==> src/rtl/alu_seq_defs_pkg.sv <==
// Shared definitions for the byte-serial ALU sequencer.
// Holds the op and state encodings and the slice width.
package alu_seq_defs;

  localparam int SLICE_W = 8;

  typedef enum logic [1:0] {
    OP_ADD = 2'b00,
    OP_SUB = 2'b01,
    OP_AND = 2'b10,
    OP_OR  = 2'b11
  } alu_op_t;

  typedef enum logic [1:0] {
    ST_IDLE = 2'd0,
    ST_RUN  = 2'd1,
    ST_DONE = 2'd2
  } seq_state_t;

  function automatic logic is_arith(input alu_op_t op);
    return (op == OP_ADD) || (op == OP_SUB);
  endfunction

endpackage

==> src/rtl/cla_8.sv <==
// 8-bit carry-lookahead slice: sum, group generate/propagate, bitwise AND/OR and zero detect.
module cla_8 (
  input  logic [7:0] a,
  input  logic [7:0] b,
  input  logic       cin,
  output logic [7:0] s,
  output logic       g,
  output logic       p,
  output logic [7:0] bw_and,
  output logic [7:0] bw_or,
  output logic       is_zero
);
  logic [7:0] gen_s;
  logic [7:0] prop_s;
  logic [8:0] c_s;

  // Lookahead carries and group terms, flattened by synthesis.
  always_comb begin
    gen_s  = a & b;
    prop_s = a ^ b;
    c_s    = 9'd0;
    c_s[0] = cin;
    g      = 1'b0;
    p      = 1'b1;
    for (int i = 0; i < 8; i++) begin
      c_s[i+1] = gen_s[i] | (prop_s[i] & c_s[i]);
      g        = gen_s[i] | (prop_s[i] & g);
      p        = p & prop_s[i];
    end
    s       = prop_s ^ c_s[7:0];
    bw_and  = a & b;
    bw_or   = a | b;
    is_zero = (s == 8'd0);
  end

endmodule

==> src/rtl/cla_slice_sequencer.sv <==
// 32-bit ADD/SUB/AND/OR computed one byte per cycle through a single cla_8 slice.
// Optional macro SEQ_FAST_LOGIC_EN: AND/OR complete in the accepting cycle.
module cla_slice_sequencer
  import alu_seq_defs::*;
#(
  parameter int NUM_SLICES = 4
) (
  input  logic                          clock,
  input  logic                          reset,
  input  logic                          start,
  input  logic [1:0]                    ctrl_op,
  input  logic [SLICE_W*NUM_SLICES-1:0] data_operandA,
  input  logic [SLICE_W*NUM_SLICES-1:0] data_operandB,
  output logic                          ready,
  output logic                          result_valid,
  output logic [SLICE_W*NUM_SLICES-1:0] data_result,
  output logic                          isZero,
  output logic                          carry_out,
  output logic                          overflow
);
  localparam int W = SLICE_W * NUM_SLICES;
  localparam int IDX_W = (NUM_SLICES > 1) ? $clog2(NUM_SLICES) : 1;
  localparam logic [IDX_W-1:0] LAST_IDX = IDX_W'(NUM_SLICES - 1);

  seq_state_t         state_r;
  alu_op_t            op_r;
  logic [W-1:0]       a_r;
  logic [W-1:0]       b_r;
  logic [W-1:0]       shadow_r;
  logic [W-1:0]       shadow_next_s;
  logic [IDX_W-1:0]   idx_r;
  logic               carry_r;
  logic               zero_r;
  logic [SLICE_W-1:0] a_byte_s;
  logic [SLICE_W-1:0] b_byte_s;
  logic [SLICE_W-1:0] sum_s;
  logic [SLICE_W-1:0] and_s;
  logic [SLICE_W-1:0] or_s;
  logic [SLICE_W-1:0] byte_res_s;
  logic               g_s;
  logic               p_s;
  logic               slice_zero_s;
  logic               slice_cout_s;
  logic               byte_zero_s;

  cla_8 u_slice (
    .a       (a_byte_s),
    .b       (b_byte_s),
    .cin     (carry_r),
    .s       (sum_s),
    .g       (g_s),
    .p       (p_s),
    .bw_and  (and_s),
    .bw_or   (or_s),
    .is_zero (slice_zero_s)
  );

  // Byte select into the slice and byte insert into the shadow result.
  always_comb begin
    a_byte_s     = a_r[int'(idx_r)*SLICE_W +: SLICE_W];
    b_byte_s     = b_r[int'(idx_r)*SLICE_W +: SLICE_W];
    slice_cout_s = g_s | (p_s & carry_r);
    case (op_r)
      OP_AND: begin
        byte_res_s  = and_s;
        byte_zero_s = (and_s == {SLICE_W{1'b0}});
      end
      OP_OR: begin
        byte_res_s  = or_s;
        byte_zero_s = (or_s == {SLICE_W{1'b0}});
      end
      default: begin
        byte_res_s  = sum_s;
        byte_zero_s = slice_zero_s;
      end
    endcase
    shadow_next_s = shadow_r;
    shadow_next_s[int'(idx_r)*SLICE_W +: SLICE_W] = byte_res_s;
  end

`ifdef SEQ_FAST_LOGIC_EN
  logic [W-1:0] fast_res_s;
  logic         fast_op_s;

  // Full-width logic result straight from the operand ports.
  always_comb begin
    fast_op_s = (ctrl_op == OP_AND) || (ctrl_op == OP_OR);
    if (ctrl_op == OP_AND) begin
      fast_res_s = data_operandA & data_operandB;
    end else begin
      fast_res_s = data_operandA | data_operandB;
    end
  end
`endif

  // Sequencer FSM; every output is a register updated here.
  always_ff @(posedge clock or posedge reset) begin
    if (reset) begin
      state_r      <= ST_IDLE;
      op_r         <= OP_ADD;
      a_r          <= {W{1'b0}};
      b_r          <= {W{1'b0}};
      shadow_r     <= {W{1'b0}};
      idx_r        <= {IDX_W{1'b0}};
      carry_r      <= 1'b0;
      zero_r       <= 1'b0;
      ready        <= 1'b1;
      result_valid <= 1'b0;
      data_result  <= {W{1'b0}};
      isZero       <= 1'b0;
      carry_out    <= 1'b0;
      overflow     <= 1'b0;
    end else begin
      case (state_r)
        ST_IDLE: begin
          if (start) begin
            op_r     <= alu_op_t'(ctrl_op);
            a_r      <= data_operandA;
            shadow_r <= {W{1'b0}};
            idx_r    <= {IDX_W{1'b0}};
            zero_r   <= 1'b1;
            ready    <= 1'b0;
            // Subtraction runs as A + ~B + 1.
            if (ctrl_op == OP_SUB) begin
              b_r     <= ~data_operandB;
              carry_r <= 1'b1;
            end else begin
              b_r     <= data_operandB;
              carry_r <= 1'b0;
            end
`ifdef SEQ_FAST_LOGIC_EN
            if (fast_op_s) begin
              state_r      <= ST_DONE;
              result_valid <= 1'b1;
              data_result  <= fast_res_s;
              isZero       <= (fast_res_s == {W{1'b0}});
              carry_out    <= 1'b0;
              overflow     <= 1'b0;
            end else begin
              state_r <= ST_RUN;
            end
`else
            state_r <= ST_RUN;
`endif
          end
        end
        ST_RUN: begin
          shadow_r <= shadow_next_s;
          carry_r  <= slice_cout_s;
          zero_r   <= zero_r & byte_zero_s;
          idx_r    <= idx_r + IDX_W'(1);
          if (idx_r == LAST_IDX) begin
            state_r      <= ST_DONE;
            result_valid <= 1'b1;
            data_result  <= shadow_next_s;
            isZero       <= zero_r & byte_zero_s;
            if (is_arith(op_r)) begin
              carry_out <= slice_cout_s;
              overflow  <= (a_r[W-1] == b_r[W-1]) & (shadow_next_s[W-1] != a_r[W-1]);
            end else begin
              carry_out <= 1'b0;
              overflow  <= 1'b0;
            end
          end
        end
        ST_DONE: begin
          result_valid <= 1'b0;
          ready        <= 1'b1;
          state_r      <= ST_IDLE;
        end
        default: begin
          result_valid <= 1'b0;
          ready        <= 1'b1;
          state_r      <= ST_IDLE;
        end
      endcase
    end
  end

endmodule

==> config.mk <==
export PLATFORM = sky130hd
export DESIGN_NAME = cla_slice_sequencer
export DESIGN_NICKNAME = d
export VERILOG_FILES = /design/src/rtl/alu_seq_defs_pkg.sv /design/src/rtl/cla_8.sv /design/src/rtl/cla_slice_sequencer.sv
export SDC_FILE = /design/constraint.sdc
export NUM_CORES = 1
export LEC_CHECK = 0
export ABC_AREA = 1
export CAP_MARGIN = 15
export CORE_MARGIN = 2
export CORE_UTILIZATION = 45
export CTS_CLUSTER_SIZE = 28
export DETAILED_ROUTE_END_ITERATION = 8
export PLACE_DENSITY = 0.69
export REMOVE_ABC_BUFFERS = 1
export SLEW_MARGIN = 20
export SYNTH_ARGS = -nofsm -noshare
export SYNTH_HDL_FRONTEND = slang
export SYNTH_HIERARCHICAL = 1
export SYNTH_SLANG_ARGS = --single-unit
==> constraint.sdc <==
create_clock -name clock -period 4.8 [get_ports clock]
set_input_delay 0.72 -clock clock [delete_from_list [all_inputs] [get_ports clock]]
set_output_delay 0.72 -clock clock [all_outputs]
set_load 0.03 [all_outputs]
==> metrics <==
antenna violations before repair=0; largest area contributor in the synthesized netlist=sky130_fd_sc_hd__dfrtp_1; Max stage delay on crit path=0.45 ns; cell occurring most often along the worst timing path=sky130_fd_sc_hd__fa_1; Clock Sink Count=between 100 and 150; crit path time final=around 4.4 ns; top-area cell type share of the netlist area=47.8%; sequential-to-total area share from yosys stat=roughly 48%; Core Area=between 15000 and 20000 um2; Min Hold Slack=0.470 ns; type of origin of the critical path=register; via count of the first global-routing pass=5871; Final Routed Wirelength=17200 um; logic depth of the worst register-to-register path=21; clk_lat worst skew=0.42 ns; power density relative to cell area=765 nW/um2; share of the synthesized netlist area taken by xor and xnor gates=approximately 3.9%; largest fanout on the critical path=8; PortBufs=between 100 and 150; synthesized flop and latch total=141; Async SR Flop Fraction=100%; cell-by-cell listing of the critical path=buf_4 -> o21ai_0 -> o22ai_1 -> inv_1 -> fa_1 -> fa_1 -> inv_1 -> fa_1 -> fa_1 -> fa_1 -> fa_1 -> fa_1 -> xor2_1 -> inv_1 -> nand2_1 -> nand2_1 -> nor2_4 -> nand4_1 -> nand2_1 -> inv_1 -> o21ai_0; detailed-router iteration count before antenna repair=5; ANT cells=0; Final Hold Viols=0; detailed-route via count=just over 6000; fin. max-slew vios=0; mean instance size in the synthesized netlist=about 8 um2; clock transition at the registers of the reported paths=0.06 ns; Worst Max-Slew Pin Slew=slightly above 0.9 ns; total leakage power=0.00451 uW; worst-case vdd ir drop=~450 uV; required time of the critical path=5.14 ns; slowest CP cell=sky130_fd_sc_hd__dfrtp_2; Highest Clock Rate=around 0.23 GHz; multi-input logic area=3320 um2; post-detailed-route wirelength per cell=13.8 um; share of the cycle needed by the critical path after routing=91.2%; antenna viol nets, final=0; layout cells sized above 1=6.53%; Final Instance Count excl. Fillers=1242; relative slew slack=roughly two fifths; wire length of the first global-routing pass=29400 um; Final setup viols=0; gpl congestion=slightly below 0.9; unrepaired setup endpoints after global routing=no; vertical extent of the die=132 um; result of the run=finished clean; FP Rows=46; Post-Synth Adder-Cell Area=5.66%; leading cell types by count after synthesis=sky130_fd_sc_hd__nand2_1, sky130_fd_sc_hd__dfrtp_1, sky130_fd_sc_hd__o21ai_0, sky130_fd_sc_hd__inv_1, sky130_fd_sc_hd__nor2_1; TritonCTS clock tree=yes; DR DRC count=0; Root Buffer Master=sky130_fd_sc_hd__clkbuf_16; arrival time reported for the critical path endpoint=4.72 ns; count of cells along the worst hold path=2; dominant combinational cell family by area after synthesis=simple AND/OR/NAND/NOR gates; Main synth FF type=sky130_fd_sc_hd__dfrtp_1; Die Span X=about 130 um; count of flip-flops with a built-in enable after synthesis=0; fill cell count=between 1000 and 1500; Worst Setup End Kind=register; clock buffer count from CTS=17; MaxCap Viol Count=0; area enclosed by the die boundary=17300 um2; number of buffers on the longest clock path=2; signed area change from the synthesized netlist to the final layout=23.9%; synth unique cells=36; count of placed standard cells including taps=around 1200; Hold Crit Class=register to register; effective utilization at floorplan=46.2%; number of instances in the synthesized netlist=920; nets=1113; Yosys warnings=6; final clock skew=between 0.007 and 0.008 ns; Netlist Area Pre-Place=~7300 um2; post-detailed-placement half-perimeter wirelength=12100 um; via density per instance=4.96; Worst Setup Path Type=register to register; Simple-Gate Fraction of Synth Area=24.9%; count of H-tree levels built during CTS=4; count of routing violations after the opening detailed-route iteration=414; multiplexer area fraction after synthesis=0%; Area contributors post-synth=sky130_fd_sc_hd__dfrtp_1, sky130_fd_sc_hd__nand2_1, sky130_fd_sc_hd__o21ai_0, sky130_fd_sc_hd__xor2_1, sky130_fd_sc_hd__ha_1; area fraction in compound gates after synthesis=a little over a tenth; largest net degree at the start of global routing=101; overall overflow remaining after global route=0; most used standard cell by instance count after synthesis=sky130_fd_sc_hd__nand2_1; All-Layer GR Usage=20.9%; Seq. cell area=3530 um2; IO Pins=106
[state kept, by name (all words and copies together), names as in the netlist]
name	cells
result_valid	1
carry_out	1
data_result	32
isZero	1
carry_r	1
ready	1
b_r	32
state_r	2
a_r	32
zero_r	1
overflow	1
idx_r	2
op_r	2
shadow_r	32
[worst max-delay path, delay by kind of cell (launching register included)]
kind / cells / cell delay (ns)
adder cells (fa/ha/maj): 7 / 2.31
buffers and inverters: 5 / 0.42
XOR/XNOR: 1 / 0.20
AND/OR/NAND/NOR: 5 / 0.52
flip-flops: 1 / 0.45
AO/OA/AOI/OAI: 3 / 0.41
[cells by family (layout without fill, tap and decap cells)]
family,count (synthesis),count (layout)
AOI/OAI and AO/OA,139,139
xor gates and xnor gates,33,33
adders and majority gates,29,29
buffers and inverters,118,224
DFF,141,141
and+or+nand+nor,460,460
[cells in the final DEF, fill, tap and decap left out, drive strengths merged, types with 15 or more instances in the layout]
cell / count
o22ai: 33
ha: 22
nor2: 72
inv: 73
buf: 15
clkdlybuf4s50: 105
o21ai: 97
dfrtp: 140
clkbuf: 22
nand2: 367
xor2: 33
[final cells by class]
| type | count | share of cell area, % |
|---|---|---|
| sequential | 141 | 38.8 |
| clock buffer | 22 | 5.00 |
| multi-input combinational | 661 | 36.5 |
| clock inverter | 8 | 0.771 |
| inverter | 74 | 3.11 |
| tap | 216 | 2.97 |
| timing repair buffer | 120 | 12.8 |
[through the flow]
stage	utilization, %	worst slack, ns	TNS, ns	total power (uW)	instance area, um2
2_1_floorplan	-	-0.128	-0.799	4560	7120
3_3_place_gp	53.8	0.384	0	5650	8540
3_5_place_dp	53.8	0.275	0	5710	8540
4_1_cts	57.1	0.268	0	6920	9070
5_1_grt	57.2	0.0132	0	7570	9090
6_report	57.2	0.422	0	6950	9090
[routing by layer]
metal / up-vias / global-route usage, % / wire length (um) / share of wire, %
met3: 18 / 4.86 / 819 / 4.8
li1: 3087 / - / - / -
met1: 2902 / 29.9 / 8220 / 48
met4: 0 / 6.88 / 238 / 1.4
met5: - / 0 / 0 / 0
met2: 157 / 31.5 / 7880 / 46
[power by group]
| group | switching, uW | internal (uW) |
|---|---|---|
| Combinational | 2410 | 1350 |
| Sequential | 305 | 1690 |
| Clock | 482 | 714 |
| Total | 3200 | 3760 |
[worst paths after layout]
| path | startpoint | endpoint | slack [ns] |
|---|---|---|---|
| setup / recovery | idx_r[0] | shadow_r[31] | 0.42 |
| hold / removal | ready | ready | 0.47 |
| setup reg to reg | idx_r[0] | shadow_r[31] | 0.42 |
| hold reg to reg | ready | ready | 0.47 |
| max in group asynchronous | reset | a_r[31] | 3.06 |
| min in group asynchronous | reset | data_result[2] | 0.86 |
[timing repair]
action / in CTS / in global routing
hold buffers: 0 / 0
endpoints found under the setup margin: 0 / 11
resized for setup: 0 / 3
setup buffers: 0 / 2
No activity file was read; power rests on OpenSTA's default activity.
